==> config.mk <==
export PLATFORM = sky130hd
export DESIGN_NAME = fifo_rr_scheduler
export DESIGN_NICKNAME = d
export VERILOG_FILES = /design/src/rtl/fifo_rr_scheduler.sv
export SDC_FILE = /design/constraint.sdc
export NUM_CORES = 1
export LEC_CHECK = 0
export BUFFER_PORTS_ARGS = -buffer_cell sky130_fd_sc_hd__buf_2
export CAP_MARGIN = 20
export CORE_MARGIN = 2
export CORE_UTILIZATION = 47
export DETAILED_ROUTE_END_ITERATION = 7
export PLACE_DENSITY = 0.88
export RECOVER_POWER = 100
export SYNTH_ARGS = -nofsm -noshare
export SYNTH_HDL_FRONTEND = slang
export SYNTH_SLANG_ARGS = --single-unit
==> constraint.sdc <==
create_clock -name clk_i -period 1.95 [get_ports clk_i]
set_clock_uncertainty 0.1 [all_clocks]
set_input_delay 0.195 -clock clk_i [delete_from_list [all_inputs] [get_ports clk_i]]
set_output_delay 0.195 -clock clk_i [all_outputs]
set_load 0.02 [all_outputs]
==> src/rtl/fifo_rr_scheduler.sv <==
// Round-robin scheduler that merges N_CH show-ahead sample FIFOs into one
// registered valid/ready stream, with optional forced idle spacing between issues.
module fifo_rr_scheduler #(
    parameter int N_CH    = 2,
    parameter int D_WIDTH = 24,
    parameter int GAP     = 0,
    localparam int CH_W   = (N_CH > 1) ? $clog2(N_CH) : 1
) (
    input  logic                    clk_i,
    input  logic                    rst_i,
    input  logic [N_CH*D_WIDTH-1:0] data_i,
    input  logic [N_CH-1:0]         empty_i,
    output logic [N_CH-1:0]         rdreq_o,
    output logic [D_WIDTH-1:0]      data_o,
    output logic [CH_W-1:0]         ch_o,
    output logic                    valid_o,
    input  logic                    ready_i,
    output logic                    idle_o
);

    typedef enum logic [1:0] {
        S_IDLE,
        S_HOLD,
        S_GAPW
    } state_t;

    localparam logic [7:0] GAP_M1 = (GAP > 0) ? 8'(GAP - 1) : 8'd0;

    state_t          state_q, state_d;
    logic [7:0]      gap_cnt_q, gap_cnt_d;
    logic [CH_W-1:0] last_q;
    logic [CH_W-1:0] grant;
    logic            any_req;
    logic            slot_free;
    logic            issue;

    // Scan last+1 .. last+N_CH; iterating downward lets the nearest requester win.
    always_comb begin
        grant   = '0;
        any_req = 1'b0;
        for (int i = N_CH; i >= 1; i--) begin
            if (!empty_i[(int'(last_q) + i) % N_CH]) begin
                grant   = CH_W'((int'(last_q) + i) % N_CH);
                any_req = 1'b1;
            end
        end
    end

    assign slot_free = (state_q == S_IDLE) ||
                       ((state_q == S_HOLD) && ready_i && (GAP == 0));
    assign issue     = slot_free && any_req && !rst_i;

    always_comb begin
        rdreq_o = '0;
        if (issue) begin
            rdreq_o[grant] = 1'b1;
        end
    end

    // A GAP of 1 returns straight to IDLE; longer gaps spend GAP-1 cycles in GAPW.
    always_comb begin
        state_d   = state_q;
        gap_cnt_d = gap_cnt_q;
        case (state_q)
            S_IDLE: begin
                if (issue) begin
                    state_d = S_HOLD;
                end
            end
            S_HOLD: begin
                if (ready_i) begin
                    if (GAP == 0) begin
                        state_d = issue ? S_HOLD : S_IDLE;
                    end else begin
                        gap_cnt_d = GAP_M1;
                        state_d   = (GAP_M1 == 8'd0) ? S_IDLE : S_GAPW;
                    end
                end
            end
            S_GAPW: begin
                gap_cnt_d = gap_cnt_q - 8'd1;
                if (gap_cnt_q <= 8'd1) begin
                    state_d = S_IDLE;
                end
            end
            default: begin
                state_d = S_IDLE;
            end
        endcase
    end

    always_ff @(posedge clk_i) begin
        if (rst_i) begin
            state_q   <= S_IDLE;
            gap_cnt_q <= 8'd0;
            last_q    <= CH_W'(N_CH - 1);
            data_o    <= '0;
            ch_o      <= '0;
            valid_o   <= 1'b0;
        end else begin
            state_q   <= state_d;
            gap_cnt_q <= gap_cnt_d;
            valid_o   <= (state_d == S_HOLD);
            if (issue) begin
                data_o <= data_i[int'(grant)*D_WIDTH +: D_WIDTH];
                ch_o   <= grant;
                last_q <= grant;
            end
        end
    end

    assign idle_o = (state_q == S_IDLE) && (&empty_i);

endmodule

# Word-level counts from Yosys, hierarchy flattened
# Index checks and enable logic that the tools add are counted.
op_classes:
  shifts: 1
  multipliers: 1
  add_sub_neg: 3
  magnitude_cmp: 5
  bitwise: 2
  reduce_logical: 9
  muxes: 18
  eq_ne: 3
ops:
  columns: ["cell", "n"]
  rows:
  - ["variable part select 48 x 7 -> 24 bit", 1]
  - ["two-way mux 1 bit", 12]
  - ["<= comparator 8 x 1 -> 1 bit, second input constant", 1]
  - ["two-way mux 2 bit", 4]
  - ["subtractor 8 x 1 -> 8 bit, second input constant", 1]
  - ["less-than comparator 2 x 3 -> 1 bit, second input constant", 2]
  - ["one-hot mux 2 bit (3 select lines)", 1]
  - ["logical AND 1 bit", 5]
  - ["equality test 2 x 1 -> 1 bit, second input constant", 2]
  - ["multiplier 1 x 2 -> 3 bit, second input constant", 1]
  - ["adder 1 bit, second input constant", 2]
  - ["AND 1 bit, first input constant", 2]
  - ["equality test 2 bit, second input constant", 1]
  - ["logical NOT 2 bit", 1]
  - ["less-than comparator 1 x 2 -> 1 bit, second input constant", 1]
  - ["AND reduction 2 bit", 1]
  - ["demux 1 bit (select 1 bit)", 1]
  - ["greater-or-equal comparator 1 bit, second input constant", 1]
  - ["logical NOT 1 bit", 1]
  - ["logical OR 1 bit", 1]
word_totals:
  word_cells: 48
  ff_bits: 37

# Logic depth before layout (Yosys ltp)
logic_depth:
  word_depth: 13
  ltp_mapped: 5
  mapped_depth_nobuf: 5

# Worst setup path before layout
# No wires, ideal clock.
synth_timing:
  path_type: "register to output"
  start: "register state_q[0]"
  end: "output rdreq_o[1]"
  slack_ns: -0.001
  required_time_ns: 1.655
  t_arrival_ns: 1.656
  path_buffers: 2
  stages_incl_launch_ff: 6
  path_cell_list: "dfxtp_1 -> nand2b_1 -> clkbuf_1 -> and3_1 -> clkbuf_1 -> nor3b_1"
synth_between:
  elab_chain_len: 6
synth_lines:
  columns: ["item", "line", "text"]
  rows:
  - ["start, declared", "29", "state_t state_q, state_d;"]
  - ["start signal, assigned", "101", "state_q <= state_d;"]
  - ["equality test 2 x 1 -> 1 bit", "50", "((state_q == S_HOLD) && ready_i && (GAP == 0));"]
  - ["logical AND 1 bit", "50", null]
  - ["logical OR 1 bit (*)", "49", "assign slot_free = (state_q == S_IDLE) ||"]
  - ["logical AND 1 bit (*) (2 in a row)", "51", "assign issue = slot_free && any_req && !rst_i;"]
  - ["two-way mux 2 bit (*)", "55", "if (issue) begin"]
  - ["end, declared", "13", "output logic [N_CH-1:0] rdreq_o,"]
# Every way passes the cells marked *; elsewhere a longest branch is shown, timed or not.

# Worst setup path in the final report
layout_timing:
  start: "register last_q"
  end: "output rdreq_o[0]"
layout_between:
  elab_chain_len: 11
layout_lines:
  columns: ["item", "line", "text"]
  rows:
  - ["start, declared", "31", "logic [CH_W-1:0] last_q;"]
  - ["start signal, assigned", "96", "last_q <= CH_W'(N_CH - 1);"]
  - ["start signal, assigned", "107", "last_q <= grant;"]
  - ["adder 1 bit", "42, 43", null]
  - ["two-way mux 1 bit (implied by the code) (3 in a row)", "42", "if (!empty_i[(int'(last_q) + i) % N_CH]) begin"]
  - ["two-way mux 1 bit (2 in a row)", "42", null]
  - ["less-than comparator 1 x 2 -> 1 bit (implied by the code) or greater-or-equal comparator 1 bit (tied branches)", "56", "rdreq_o[grant] = 1'b1;"]
  - ["logical AND 1 bit (implied by the code)", "56", null]
  - ["two-way mux 1 bit (implied by the code)", "56", null]
  - ["demux 1 bit (select 1 bit)", "56", null]
  - ["two-way mux 2 bit (*)", "55", null]
# Every way passes the cells marked *; elsewhere a longest branch is shown, timed or not. The select of a mux whose other input is x is not followed.

==> results.toml <==
[sta]
hold_viol_final = 0
fmax_ghz = 0.550
slew_violations = 0
finalSetupTns_ns = 0
finalWorstSetupSlack_ns = 0.132
finalCritPeriodShare_pct = 93.2
holdWs_ns = 0.0881
grt_setup_unrepaired = "no"
fin_crit_ns = 1.82
tightest_slew_ns = 0.833
setup_viol = 0
relSlewSlack_pct = 44.1

[grt]
grt_pass1_vias = 1739
grt_pass1_wl_um = 7680
use_met2_pct = 38.2
grt.overflow.total = 0
grt_start_max_net_pins = 37
met1_usage_pct = 26.8
antenna_found_initial = 0
grt.busiest_layer = "met2"
grtUsageTotal_pct = 22.3
met3_usage_pct = 6.33

[synth]
yosys-top-cells-count = "dfxtp_1 (37), a311oi_1 (24), a31oi_1 (24), clkbuf_1 (24), o21ai_0 (23)"
synth.distinct_cells = 36
async_reset_ff_share_pct = 0
yosysMostFrequentCell = "dfxtp_1"
synth-seq-cells = 37
synth_edf_count = 0
synth_flop_cell = "dfxtp_1"
synthCells = 215
yosys.area.top_type = "dfxtp_1"
yosysWarnings = 0
synth_top_area_share_pct = 39.3
syn_nets = 270
ys_top_cells_by_area = "dfxtp_1 (39%), a311oi_1 (11%), or3b_1 (10%)"
synth_area_um2 = 1890
yosysSeqAreaShare_pct = 39.3
syn_area_per_cell_um2 = 8.78

[worst_setup_path]
end_kind = "primary output"
critical_path_class = "register to primary output"
r2r-start = "state_q[1]$_SDFF_PP0_"
startpoint = "last_q$_SDFFE_PP1N_"
cp-start-kind = "register"
crit_fanout = 28
critPathArrivalTime_ns = 1.52
r2r_slack_ns = 0.16
rr_worst_depth = 3
cp.required_ns = 1.65
r2r-end = "gap_cnt_q[6]$_SDFFE_PP0N_"

[floorplanning]
ios = 82
coreArea_um2 = 3940
dieArea_um2 = 4540
floorplan.initialDensity_pct = 47.9
die_h_um = 67.4
rows = 23
die-width_um = 67.4

[cts]
worstSkewPairLatency_ns = 0.28
clkSinkCount = 37
cts_setup_buffers = 0
htreeDepth = 2
cts_root_buffer = "clkbuf_8"
cts_buffers = 5
clockBufferDepth = 2
path_clk_slew_ns = 0.07
tritoncts = "built"

[hold_path]
worstHoldEndpoint = "data_o[23]$_SDFFE_PP0N_"
hp-class = "input port to register"
hold_depth = 3
worstHoldStart = "data_i[23]"

[routing]
wl_per_cell_um = 14.2
via_count = 1934
antenna_left = 0
drc = 0
dr.first_iter.drc_count = 116
avgViaCountPerCell = 5.71
finalWirelength_um = 4800
drt_pre_antenna_iters = 4

[placement]
dpl_worst_slack_ns = 0.119
gp_congestion = 0.801
hpwl_um = 3420
place_inst = 331
io_buffers = 81

[power]
ir_drop_mv = 0.332
power.density_nw_per_um2 = 713
power_leakage_nw = 0.926

[final_layout]
final_cells = 339
area_delta_synth_final_pct = 26.7
drive_above_1_share_pct = 27.3
num-fill-cells = 381
nNetsFinal = 343
diodes = 0

[status]
status = "completed"

[flow_run]
drv_cap = 0
==> critical path: stages (launching register included) <==
cell and delay [ns]:
dfxtp_1 0.34, nor2b_2 0.16, clkbuf_2 0.41, o21a_1 0.18, clkbuf_2 0.17
==> metal layers <==
metal  wire, µm  part of all wire (%)
met4         24                  0.50
met3        247                   5.1
met5          0                     0
met2       2380                    49
met1       2150                    45
==> flip-flops by register name, summed over array words and instances (netlist names) <==
register	count
valid_o	1
data_o	24
gap_cnt_q	8
state_q	2
ch_o	1
last_q	1
==> cell type report <==
cell class	instances	area, µm²	area share (%)
well taps	50	62.6	2.62
inverters	5	18.8	0.785
clock buffers	8	80.1	3.35
repair buffers	92	448	18.7
flip-flops and latches	37	741	31.0
multi-input cells	147	1040	43.5
==> worst max-delay path by stage <==
| stage | end | depth (start not counted) |
|---|---|---|
| finish | rdreq_o[0] | 4 |
| global route | gap_cnt_q[6]$_SDFFE_PP0N_ | 3 |
| CTS | gap_cnt_q[5]$_SDFFE_PP0N_ | 3 |
| detailed placement | gap_cnt_q[5]$_SDFFE_PP0N_ | 3 |
| global placement | gap_cnt_q[5]$_SDFFE_PP0N_ | 3 |
| floorplan | rdreq_o[1] | 5 |
==> timing repair <==
| item | 4_1_cts | 5_1_grt |
|---|---|---|
| resized for setup | 0 | 2 |
| endpoints found under the setup margin | 0 | 2 |
| hold buffers | 0 | 0 |
==> logic make-up after synthesis <==
logic type / Yosys count / share of synthesized area (%)
buffers and inverters: 31 / 6.43
and+or+nand+nor: 55 / 20.9
xor gates and xnor gates: 2 / 0.929
adders and majority gates: 2 / 1.33
AOI/OAI and AO/OA: 87 / 30.6
DFF: 37 / 39.3
muxes: 1 / 0.597
==> power by group <==
| group | switching [mW] | internal (mW) |
|---|---|---|
| Clock | 0.248 | 0.254 |
| Combinational | 0.221 | 0.147 |
| Sequential | 0.0277 | 0.806 |
==> placed cells by master, fill, tap and decap left out, types with 3 or more instances in the layout <==
cell type,synthesis,layout
or4_1,3,3
clkbuf_2,0,5
nor2b_1,4,3
dfxtp_1,37,37
a311oi_1,24,24
inv_1,5,5
clkbuf_1,24,29
nor2_1,7,7
o21ai_0,23,23
or3b_1,22,22
clkbuf_8,0,5
or3b_2,3,3
buf_4,1,8
o21ai_1,3,3
a21oi_1,5,5
buf_2,1,53
a31oi_1,24,24
==> per-stage QoR <==
step | cell area (µm²) | util, % | power, mW
after CTS | 2420 | 61.4 | 1.73
after global placement | 2340 | 59.4 | 1.23
final | 2390 | 60.6 | 1.70
after floorplan | 1890 | - | 1.09
after global routing | 2390 | 60.6 | 1.79
after detailed placement | 2340 | 59.4 | 1.23
(Power assumes the default switching activity.)
